===== src/rtl/if_pc_stage.sv =====
// Instruction-fetch stage: owns the PC, drives the instruction ROM and fills the IF/ID register.
// Boot takes one idle cycle with the ROM disabled. Redirect priority is flush > stall > branch.
// A taken branch still captures its delay-slot instruction.
// Optional FETCH_ALIGN_CHECK_EN: keeps misaligned redirect targets and reports them on id_adel_o.
// Without it, redirect targets are forced to word alignment.
module if_pc_stage #(
  parameter int unsigned         ADDR_W   = 32,
  parameter int unsigned         INST_W   = 32,
  parameter logic [ADDR_W-1:0]   RESET_PC = '0,
  parameter logic [INST_W-1:0]   NOP_INST = '0
) (
  input  logic              clk,
  input  logic              rst,
  input  logic              stall_i,
  input  logic              flush_i,
  input  logic [ADDR_W-1:0] new_pc_i,
  input  logic              branch_flag_i,
  input  logic [ADDR_W-1:0] branch_target_i,
  output logic              rom_ce_o,
  output logic [ADDR_W-1:0] rom_addr_o,
  input  logic [INST_W-1:0] rom_inst_i,
  output logic [ADDR_W-1:0] id_pc_o,
  output logic [INST_W-1:0] id_inst_o,
`ifdef FETCH_ALIGN_CHECK_EN
  output logic              id_adel_o,
`endif
  output logic              id_valid_o
);

  typedef enum logic [0:0] {StBoot, StRun} state_e;

  localparam logic [ADDR_W-1:0] AlignMask = ~ADDR_W'(3);

  state_e            state_q, state_d;
  logic [ADDR_W-1:0] pc_q, pc_d;
  logic              rom_ce_q, rom_ce_d;
  logic [ADDR_W-1:0] id_pc_q, id_pc_d;
  logic [INST_W-1:0] id_inst_q, id_inst_d;
  logic              id_valid_q, id_valid_d;
`ifdef FETCH_ALIGN_CHECK_EN
  logic              mis_q, mis_d;
  logic              adel_q, adel_d;
`endif

  // Address actually loaded into the PC on a flush or branch redirect.
  function automatic logic [ADDR_W-1:0] redirect_pc(input logic [ADDR_W-1:0] target);
`ifdef FETCH_ALIGN_CHECK_EN
    return target;
`else
    return target & AlignMask;
`endif
  endfunction

  // Next-state logic: boot sequencing, then flush > stall > branch > sequential fetch.
  always_comb begin
    state_d    = state_q;
    pc_d       = pc_q;
    rom_ce_d   = rom_ce_q;
    id_pc_d    = id_pc_q;
    id_inst_d  = id_inst_q;
    id_valid_d = id_valid_q;
`ifdef FETCH_ALIGN_CHECK_EN
    mis_d      = mis_q;
    adel_d     = adel_q;
`endif
    case (state_q)
      StBoot: begin
        // ROM is disabled this cycle, so nothing is captured; only a flush can move the PC.
        state_d  = StRun;
        rom_ce_d = 1'b1;
        if (flush_i) begin
          pc_d = redirect_pc(new_pc_i);
`ifdef FETCH_ALIGN_CHECK_EN
          mis_d = |new_pc_i[1:0];
`endif
        end
      end
      StRun: begin
        rom_ce_d = 1'b1;
        if (flush_i) begin
          pc_d       = redirect_pc(new_pc_i);
          id_pc_d    = '0;
          id_inst_d  = NOP_INST;
          id_valid_d = 1'b0;
`ifdef FETCH_ALIGN_CHECK_EN
          mis_d  = |new_pc_i[1:0];
          adel_d = 1'b0;
`endif
        end else if (!stall_i) begin
          id_pc_d    = pc_q;
          id_inst_d  = rom_inst_i;
          id_valid_d = 1'b1;
`ifdef FETCH_ALIGN_CHECK_EN
          // A misaligned fetch delivers a NOP tagged with the address-error flag.
          if (mis_q) begin
            id_inst_d = NOP_INST;
            adel_d    = 1'b1;
          end else begin
            adel_d    = 1'b0;
          end
`endif
          if (branch_flag_i) begin
            pc_d = redirect_pc(branch_target_i);
`ifdef FETCH_ALIGN_CHECK_EN
            if (|branch_target_i[1:0]) begin
              mis_d = 1'b1;
            end
`endif
          end else begin
            pc_d = pc_q + ADDR_W'(4);
          end
        end
      end
      default: state_d = StBoot;
    endcase
  end

  // State register with synchronous active-high reset.
  always_ff @(posedge clk) begin
    if (rst) begin
      state_q    <= StBoot;
      pc_q       <= RESET_PC;
      rom_ce_q   <= 1'b0;
      id_pc_q    <= '0;
      id_inst_q  <= NOP_INST;
      id_valid_q <= 1'b0;
`ifdef FETCH_ALIGN_CHECK_EN
      mis_q      <= 1'b0;
      adel_q     <= 1'b0;
`endif
    end else begin
      state_q    <= state_d;
      pc_q       <= pc_d;
      rom_ce_q   <= rom_ce_d;
      id_pc_q    <= id_pc_d;
      id_inst_q  <= id_inst_d;
      id_valid_q <= id_valid_d;
`ifdef FETCH_ALIGN_CHECK_EN
      mis_q      <= mis_d;
      adel_q     <= adel_d;
`endif
    end
  end

  assign rom_ce_o   = rom_ce_q;
  assign rom_addr_o = pc_q;
  assign id_pc_o    = id_pc_q;
  assign id_inst_o  = id_inst_q;
  assign id_valid_o = id_valid_q;
`ifdef FETCH_ALIGN_CHECK_EN
  assign id_adel_o  = adel_q;
`endif

endmodule

===== config.mk =====
export PLATFORM = sky130hd
export DESIGN_NAME = if_pc_stage
export DESIGN_NICKNAME = d
export VERILOG_FILES = /design/src/rtl/if_pc_stage.sv
export SDC_FILE = /design/constraint.sdc
export NUM_CORES = 1
export LEC_CHECK = 0
export ABC_AREA = 1
export CAP_MARGIN = 40
export CORE_MARGIN = 4
export CORE_UTILIZATION = 47
export DETAILED_ROUTE_END_ITERATION = 8
export HOLD_SLACK_MARGIN = 0.06
export PLACE_DENSITY = 0.86
export SKIP_CTS_REPAIR_TIMING = 1
export SYNTH_ARGS = -nofsm -noshare
export SYNTH_HDL_FRONTEND = slang
export SYNTH_SLANG_ARGS = --single-unit

===== constraint.sdc =====
create_clock -name clk -period 3.1 [get_ports clk]
set_input_delay 0.93 -clock clk [delete_from_list [all_inputs] [get_ports clk]]
set_output_delay 0.93 -clock clk [all_outputs]
set_load 0.02 [all_outputs]

==> impl_metrics.ini <==
[synthesis]
ys_seq_elements = 95
syn_inst = 738
ys_seq_area_share_pct = 37.95
synth_top_area_share_pct = 37.95
synth.distinct_cells = 32
synth.area.top_cells = dfxtp_1 38%, nand3_1 16%, a21oi_1 11%
synth_top_area_cell = dfxtp_1
syn-cell-area_mm2 = 0.005011
yosysWarningCount = 0
synth_area_per_cell_um2 = 6.790

[setup_path]
r2r_end = rom_addr_o[26]
max_stage_delay_ns = 0.68
crit_path_cell_trace = clkdlybuf4s50_1
cp_num_cells = 1
crit_slowest_cell = clkdlybuf4s50_1
crit_fanout = 8
timing.critical_path.max_delay_family = buffers and inverters
cp.required_ns = 2.17
crit_start = rom_addr_o[5]
worstRegToRegCells = 10
crit_arrival_ns = 1.60
cp-start-kind = register
crit_end = rom_addr_o[5]
r2r_setup_slack_ns = 1.39
endpoint_kind = output pin
critical_path_buf_inv_count = 1
r2r-start = rom_addr_o[3]
path_class = reg2out

[cts]
htreeDepth = 3
clock_path_buffers = 2
cts_buffers = 9
clk_latency_ns = 0.37
clk_pin_slew_ns = 0.11
cts_root_buffer = clkbuf_8
cts_tree = yes
cts_sinks = 95

[timing]
clock.fmax_mhz = 395.2
fin_tns_setup_ns = 0
fin_crit_sh_pct = 81.62
worstMarginPinSlew_ns = 0.6833
hold_violations = 0
period_needed_ns = 2.530
drv_slew = 0
rsz0062_at_grt = false
fin_ws_ns = 0.5699
slew_headroom_pct = 54.45
setup_viol = 0
finClkSkew_ns = 0.01504

[power]
cellLeakagePower_nw = 2.399
cellPowerDensity_mw_per_mm2 = 392.5
ir_drop_mv = 0.3170

[route]
routed_wl_mm = 16.84
firstDrtPassIters = 6
drc_errors = 0
postRouteAntennaNets = 0
num_vias = 5821
drt_iter0_drc = 565
via_per_inst = 5.592
route.detailed.wl_per_inst_um = 16.18

[cells_and_area]
drive_gt1_share_pct = 7.956
num-nets-final = 1002
fin_util_pct = 69.17
synthToLayoutAreaGrowth_pct = 43.15
diodes = 0
instances_no_fill = 1041

[placed_design]
dpl.cell_count = 1025
gp_congestion = 0.9487
dp_hpwl_mm = 11.71
port_buffers = 192
place_ws_ns = 0.5546

[floorplan]
initial_core_util_pct = 48.32
dieArea_mm2 = 0.01238
rows = 37
core_mm2 = 0.01037
io_pins = 199
die_w_um = 111.3
fp.dieH_um = 111.3

[grt]
grt_overflow = 0
grt_max_degree = 66
grt_pass1_wl_mm = 27.34
grt_pass1_vias = 5528
track_usage_pct = 26.41
antenna_found_initial = 0

[status]
status = finished, final reports clean

[worst_hold_path]
worst_hold_path_type = reg2reg

[flow_run]
cap_violations = 0
-- Yosys cell counts --
library cell,number
nand3_1,157
clkbuf_4,2
clkbuf_8,2
nand3_2,3
buf_1,7
nand4_1,3
inv_2,4
ha_1,1
a21oi_1,115
dfxtp_1,95
xnor2_1,4
nor2_2,8
o21bai_1,2
dlymetal6s2s_1,1
clkbuf_2,1
clkinv_1,2
o211ai_1,5
o21ai_1,2
a21oi_2,9
nand2_1,106
a221oi_1,2
or2_2,1
conb_1,1
nand2_4,1
nor2_4,6
clkbuf_1,22
inv_1,29
buf_4,5
buf_2,16
nor2_1,81
nand2_2,7
o21ai_0,38
-- worst min path at each step --
stage                            start            to  slack [ns]  depth (start not counted)
final                       id_valid_o    id_valid_o        0.47                          2
after global placement      id_valid_o    id_valid_o        0.44                          2
after CTS                   id_valid_o    id_valid_o        0.46                          2
after global routing      id_inst_o[2]  id_inst_o[2]        0.50                          2
after floorplan             id_valid_o    id_valid_o        0.52                          2
after detailed placement    id_valid_o    id_valid_o        0.44                          2
-- layer usage --
| layer | track usage (%) | vias to the layer above | routed length (um) |
|---|---|---|---|
| li1 | - | 2814 | - |
| met4 | 7.867 | 0 | 378 |
| met3 | 6.714 | 31 | 1398 |
| met5 | 0 | - | 0 |
| met1 | 34.47 | 2712 | 7104 |
| met2 | 43.06 | 264 | 7961 |
-- registers in the layout, indices dropped and copies added (netlist names) --
name        count
rom_ce_o        1
rom_addr_o     30
id_valid_o      1
id_pc_o        31
id_inst_o      32
-- cells by family after synthesis --
group	share of synthesized area, %
other	0.07483
adder cells (fa/ha/maj)	0.2496
XOR/XNOR	0.6991
buffers and inverters	8.340
AO/OA/AOI/OAI	18.45
AND/OR/NAND/NOR	34.23
flip-flops	37.95
-- where the power goes --
part | switching (mW) | internal (mW) | leakage [nW]
clock network | 0.498 | 0.392 | 0.104
logic | 0.306 | 0.278 | 1.52
registers | 0.0718 | 1.27 | 0.775
-- cells in the final DEF, fill, tap and decap left out, types with 2 or more instances in the layout --
| master | instances |
|---|---|
| buf_12 | 3 |
| nor2_4 | 6 |
| inv_2 | 4 |
| a21oi_1 | 115 |
| o21ai_1 | 2 |
| conb_1 | 2 |
| a221oi_1 | 2 |
| nand3_2 | 3 |
| nand2_1 | 104 |
| xnor2_1 | 4 |
| inv_1 | 29 |
| nand4_1 | 3 |
| nor2_2 | 8 |
| clkbuf_8 | 9 |
| buf_4 | 11 |
| nand3_1 | 157 |
| dfxtp_1 | 95 |
| o21bai_1 | 2 |
| inv_8 | 2 |
| o21ai_0 | 38 |
| nor2_1 | 81 |
| clkdlybuf4s50_1 | 191 |
| inv_6 | 2 |
| o211ai_1 | 5 |
| a21oi_2 | 9 |
| nand2_2 | 9 |
| clkinv_1 | 2 |
-- through the flow --
step,hold slack (ns),instance area (um^2),total power [mW]
3_3_place_gp,0.4363,6963,1.941
3_5_place_dp,0.4409,6963,1.949
2_1_floorplan,0.5228,5015,1.648
5_1_grt,0.5034,7173,2.929
6_report,0.4701,7173,2.816
4_1_cts,0.4637,7173,2.827
-- cell type report --
type	count	area, um^2
clock inverters	7	86.33
well taps	136	170.2
clock buffers	9	123.9
flip-flops and latches	95	1902
repair buffers	206	2059
multi-input cells	553	2700
inverters	35	131.4
fillers	914	3197
No activity file was read; power rests on OpenSTA's default activity.
